## src/rtl/mul_fu_ctrl.sv

```systemverilog
// Multiply functional-unit controller for RV32M MUL/MULH/MULHSU/MULHU in front of an unsigned pipelined multiplier.
// Optional feature macro: MUL_ZERO_BYPASS_EN (a zero operand completes without using the multiplier).
module mul_fu_ctrl #(
    parameter int MUL_LATENCY = 14,
    parameter int ROB_IDX_W   = 5,
    parameter int PREG_W      = 6
) (
    input  logic                 clk,
    input  logic                 rst,
    input  logic                 flush,
    input  logic                 issue_valid,
    output logic                 issue_ready,
    input  logic [2:0]           issue_funct3,
    input  logic [31:0]          issue_rs1_v,
    input  logic [31:0]          issue_rs2_v,
    input  logic [ROB_IDX_W-1:0] issue_rob_idx,
    input  logic [PREG_W-1:0]    issue_pd,
    output logic [31:0]          mult_a,
    output logic [31:0]          mult_b,
    input  logic [63:0]          mult_p,
    output logic                 cdb_valid,
    input  logic                 cdb_ready,
    output logic [ROB_IDX_W-1:0] cdb_rob_idx,
    output logic [PREG_W-1:0]    cdb_pd,
    output logic [31:0]          cdb_data
);

    localparam int CNT_W = $clog2(MUL_LATENCY + 1);
    localparam logic [CNT_W-1:0] CNT_LAST = CNT_W'(MUL_LATENCY);

    typedef enum logic [1:0] {
        IDLE = 2'd0,
        BUSY = 2'd1,
        DONE = 2'd2
    } state_e;

    state_e               state_q, state_d;
    logic [CNT_W-1:0]     cnt_q, cnt_d;
    logic [31:0]          mult_a_q, mult_a_d;
    logic [31:0]          mult_b_q, mult_b_d;
    logic [2:0]           funct3_q, funct3_d;
    logic [ROB_IDX_W-1:0] rob_q, rob_d;
    logic [PREG_W-1:0]    pd_q, pd_d;
    logic                 neg_q, neg_d;
    logic                 cdb_valid_q, cdb_valid_d;
    logic [ROB_IDX_W-1:0] cdb_rob_idx_q, cdb_rob_idx_d;
    logic [PREG_W-1:0]    cdb_pd_q, cdb_pd_d;
    logic [31:0]          cdb_data_q, cdb_data_d;

    logic        accept_s;
    logic        a_neg_s;
    logic        b_neg_s;
    logic        zero_s;
    logic [63:0] result_s;

    function automatic logic [31:0] magnitude(input logic [31:0] v, input logic neg);
        return neg ? (~v + 32'd1) : v;
    endfunction

    // Handshake, operand sign decode and signed result reconstruction
    always_comb begin
        issue_ready = !rst && !flush &&
                      ((state_q == IDLE) || ((state_q == DONE) && cdb_ready));
        accept_s    = issue_valid && issue_ready;
        // rs1 is signed for MUL/MULH/MULHSU, rs2 only for MUL/MULH
        a_neg_s     = (issue_funct3 != 3'b011) && issue_rs1_v[31];
        b_neg_s     = ((issue_funct3 == 3'b000) || (issue_funct3 == 3'b001)) && issue_rs2_v[31];
`ifdef MUL_ZERO_BYPASS_EN
        zero_s      = (issue_rs1_v == 32'd0) || (issue_rs2_v == 32'd0);
`else
        zero_s      = 1'b0;
`endif
        result_s    = neg_q ? (~mult_p + 64'd1) : mult_p;
    end

    // Next-state logic: flush overrides everything, a new accept overrides the DONE->IDLE step
    always_comb begin
        state_d       = state_q;
        cnt_d         = cnt_q;
        mult_a_d      = mult_a_q;
        mult_b_d      = mult_b_q;
        funct3_d      = funct3_q;
        rob_d         = rob_q;
        pd_d          = pd_q;
        neg_d         = neg_q;
        cdb_valid_d   = cdb_valid_q;
        cdb_rob_idx_d = cdb_rob_idx_q;
        cdb_pd_d      = cdb_pd_q;
        cdb_data_d    = cdb_data_q;

        if (flush) begin
            state_d     = IDLE;
            cdb_valid_d = 1'b0;
        end else begin
            case (state_q)
                IDLE: begin
                    state_d = IDLE;
                end
                BUSY: begin
                    cnt_d = cnt_q + CNT_W'(1);
                    if (cnt_q == CNT_LAST) begin
                        state_d       = DONE;
                        cdb_valid_d   = 1'b1;
                        cdb_rob_idx_d = rob_q;
                        cdb_pd_d      = pd_q;
                        cdb_data_d    = (funct3_q == 3'b000) ? result_s[31:0] : result_s[63:32];
                    end else begin
                        state_d = BUSY;
                    end
                end
                DONE: begin
                    if (cdb_ready) begin
                        state_d     = IDLE;
                        cdb_valid_d = 1'b0;
                    end else begin
                        state_d     = DONE;
                    end
                end
                default: begin
                    state_d     = IDLE;
                    cdb_valid_d = 1'b0;
                end
            endcase
        end

        if (accept_s) begin
            funct3_d = issue_funct3;
            rob_d    = issue_rob_idx;
            pd_d     = issue_pd;
            neg_d    = a_neg_s ^ b_neg_s;
            if (zero_s) begin
                state_d       = DONE;
                cdb_valid_d   = 1'b1;
                cdb_rob_idx_d = issue_rob_idx;
                cdb_pd_d      = issue_pd;
                cdb_data_d    = 32'd0;
            end else begin
                state_d  = BUSY;
                cnt_d    = '0;
                mult_a_d = magnitude(issue_rs1_v, a_neg_s);
                mult_b_d = magnitude(issue_rs2_v, b_neg_s);
            end
        end else begin
            funct3_d = funct3_d;
        end
    end

    // State and output registers with synchronous reset
    always_ff @(posedge clk) begin
        if (rst) begin
            state_q       <= IDLE;
            cnt_q         <= '0;
            mult_a_q      <= 32'd0;
            mult_b_q      <= 32'd0;
            funct3_q      <= 3'd0;
            rob_q         <= '0;
            pd_q          <= '0;
            neg_q         <= 1'b0;
            cdb_valid_q   <= 1'b0;
            cdb_rob_idx_q <= '0;
            cdb_pd_q      <= '0;
            cdb_data_q    <= 32'd0;
        end else begin
            state_q       <= state_d;
            cnt_q         <= cnt_d;
            mult_a_q      <= mult_a_d;
            mult_b_q      <= mult_b_d;
            funct3_q      <= funct3_d;
            rob_q         <= rob_d;
            pd_q          <= pd_d;
            neg_q         <= neg_d;
            cdb_valid_q   <= cdb_valid_d;
            cdb_rob_idx_q <= cdb_rob_idx_d;
            cdb_pd_q      <= cdb_pd_d;
            cdb_data_q    <= cdb_data_d;
        end
    end

    assign mult_a      = mult_a_q;
    assign mult_b      = mult_b_q;
    assign cdb_valid   = cdb_valid_q;
    assign cdb_rob_idx = cdb_rob_idx_q;
    assign cdb_pd      = cdb_pd_q;
    assign cdb_data    = cdb_data_q;

endmodule

```

## config.mk

```make
export PLATFORM = sky130hd
export DESIGN_NAME = mul_fu_ctrl
export DESIGN_NICKNAME = d
export VERILOG_FILES = /design/src/rtl/mul_fu_ctrl.sv
export SDC_FILE = /design/constraint.sdc
export NUM_CORES = 1
export LEC_CHECK = 0
export BUFFER_PORTS_ARGS = -buffer_cell sky130_fd_sc_hd__buf_2
export CORE_MARGIN = 2
export CORE_UTILIZATION = 34
export CTS_CLUSTER_DIAMETER = 40
export DETAILED_ROUTE_END_ITERATION = 6
export PLACE_DENSITY = 0.7
export SLEW_MARGIN = 10
export SYNTH_ARGS = -nofsm -noshare
export SYNTH_HDL_FRONTEND = slang
export SYNTH_SLANG_ARGS = --single-unit
```

## constraint.sdc

```tcl
create_clock -name clk -period 2.25 [get_ports clk]
set_input_delay 0.1125 -clock clk [delete_from_list [all_inputs] [get_ports clk]]
set_output_delay 0.1125 -clock clk [all_outputs]
set_load 0.02 [all_outputs]
```

==> impl_results.md <==
* P&R area growth vs syn at 41.7%
* Core Footprint at 0.0228 mm^2
* Die height at 157 um
* Filler cells at 2231
* Syn nets at 1166
* WP data required at 2.54 ns
* Synthesized area per cell at 7.85 um^2
* Largest net degree at the start of global routing at 65
* Hold Path Class: input port to flop
* DRT Wirelength at 28700 um
* Synth cell types at 69
* Fin crit period at 2.12 ns
* Post-synth top area cell: dfxtp_1
* Final worst-path cycle share at 94.1%
* CTS Buffer Depth at 2
* Num Clock Sinks at 129
* Least-Margin Pin Slew at 0.808 ns
* Post-synth EDFFs at 0
* Cell Rows at 55
* Crit. End Element: flop
* Synth warn at 0
* Max cap viols at 0
* Cell Pwr Density at 586 mW/mm^2
* Initial core utilization at 34.8%
* Critical Path Start Type: input port
* Leakage at 0.00465 uW
* Via count at 9052
* ANT nets after route at 0
* Synth top area share at 32.6%
* Top FF cell, synth: dfxtp_1
* Asr flop ratio synth at 0%
* Seq/Total Area, Yosys at 32.6%
* Total iterations of the first detailed-routing run at 5
* Clock transition at path regs at 0.07 ns
* I/O pins at 256
* Post-CTS Setup Bufs at 0
* Die W at 157 um
* Residual DRC at 0
* Pwr Total at 6580 uW
* Initial antenna violation count at 2
* Root buf cell: clkbuf_16
* Final weighted congestion in routability-driven placement at 0.939
* Post-Synthesis Cells at 1011
* Peak Freq at 472 MHz
* CTS tree: yes
* Vias in the first global route at 8801
* Hold Violations, Final at 0
* RSZ-0062 raised after global routing: no
* First-pass GRT wire length at 45100 um
* Fin Hold WS at 0.00413 ns
* DR iter-0 viols at 556
* Fin nets at 1521
* Crit path max fanout at 5
* Num CTS Buffers at 17
* Data arrival, critical path at 2.40 ns
* Worst VDD drop at 0.000422 V
* H-tree depth at 4
* Post-Syn Area at 0.00793 mm^2
* Setup CP Type: input port to flop
* Synth top area cells: dfxtp_1 (33%), nand3b_1 (7.8%), o21ai_0 (7.1%)
* Slew headroom at 46.1%
* Clk_skew at 0.0158 ns
* Clk_lat worst skew at 0.42 ns
* PortBufs at 255
* GRT Overall Usage at 23.2%
* Layout cells sized above 1 at 31.5%
* # setup viols final at 0
* Commonest non-fill, non-tap cell in the layout: buf_2
* Vias per cell at 5.35
* Full die area at 0.0246 mm^2
* DR WL/cell at 17.0 um
* Remaining global-route overflow at 0
* Setup TNS at 0 ns
* Fin. max-slew vios at 0
* Status: finished clean
* Hpwl dp at 21200 um
* Commonest non-fill, non-tap cells in the layout: buf_2 (254), dfxtp_1 (128), buf_4 (123), o21ai_0 (112), nand2_1 (102)
* Synth Register Bits at 129
[cell type report]
type	instances	area, um^2	share of cell area [%]
antenna	1	2.50	0.0223
clock buffer	17	425	3.78
clock inverter	15	193	1.71
inverter	17	63.8	0.568
multi-input combinational	792	5020	44.7
sequential	129	2580	23.0
tap	313	392	3.48
timing repair buffer	409	2550	22.7
[metrics by stage]
stage / area [um^2] / instances / utilization (%) / setup WS [ns]
2_1_floorplan: 7930 / 1011 / - / -0.0000189
3_3_place_gp: 10300 / 1632 / 45.4 / -0.230
3_5_place_dp: 10300 / 1632 / 45.4 / -0.277
4_1_cts: 11200 / 1692 / 49.3 / 0.0997
5_1_grt: 11200 / 1692 / 49.3 / 0.0122
6_report: 11200 / 1693 / 49.3 / 0.133
[synthesized netlist by cell type, types with 19 or more instances]
cell and count:
xnor2_1 43, nor2_1 72, nor3_1 40, or3_1 19, nand2_1 103, o21ai_0 112, dfxtp_1 129, clkbuf_1 63
a21oi_1 45, nor4_1 22, o31ai_1 23, xor2_1 48, nand3b_1 82
[registers in the layout, summed over array words and instances, names as in the netlist, 2 cells and up]
| signal | cells |
|---|---|
| cdb_pd | 6 |
| funct3_q | 3 |
| cdb_data | 32 |
| cnt_q | 4 |
| pd_q | 6 |
| cdb_rob_idx | 5 |
| mult_b | 32 |
| state_q | 2 |
| mult_a | 32 |
| rob_q | 5 |
[where the power goes]
part / internal, uW / leakage (uW) / switching [uW] / total [uW]
logic: 497 / 0.00330 / 666 / 1160
clock network: 1780 / 0.000307 / 1220 / 3000
registers: 2370 / 0.00105 / 47.2 / 2420
[final timing paths]
check	from	endpoint	slack (ns)	depth (start not counted)
worst max-delay path	issue_rs1_v[16]	mult_a[24]$_SDFFE_PP0P_	0.13	8
worst min-delay path	issue_rs2_v[13]	mult_b[13]$_SDFFE_PP0P_	0.004	3
worst max register to register	funct3_q[0]$_SDFFE_PP0P_	cdb_data[10]$_SDFFE_PP0P_	0.23	6
worst min register to register	rob_q[3]$_SDFFE_PP0P_	cdb_rob_idx[3]$_SDFFE_PP0P_	0.45	2
[critical path, cell delays in order]
cell           delay (ns)
dlygate4sd3_1        0.53
buf_2                0.13
or3_1                0.43
nand3b_1             0.23
or3_1                0.43
o41ai_2              0.25
xor2_1               0.20
o21ai_0              0.09
[per-layer routing]
| layer | vias to the layer above | track usage [%] | wire length, um |
|---|---|---|---|
| li1 | 4400 | - | - |
| met1 | 4206 | 27.8 | 11900 |
| met2 | 393 | 38.9 | 13300 |
| met3 | 51 | 6.84 | 2640 |
| met4 | 2 | 9.31 | 841 |
| met5 | - | 0 | 13 |
[logic make-up after synthesis]
| kind of cell | after synthesis | share of synthesized area [%] |
|---|---|---|
| buffers and inverters | 90 | 4.38 |
| muxes | 17 | 2.18 |
| AOI/OAI and AO/OA | 263 | 21.0 |
| xor gates and xnor gates | 91 | 10.0 |
| adders and majority gates | 8 | 1.26 |
| and+or+nand+nor | 413 | 28.6 |
| DFF | 129 | 32.6 |
[what timing repair did]
item,CTS,global route
hold buffers,28,0
resized for setup,0,2
endpoints found under the hold margin,29,0
endpoints found under the setup margin,0,3
Note: power is estimated with default switching activity, not from simulation.
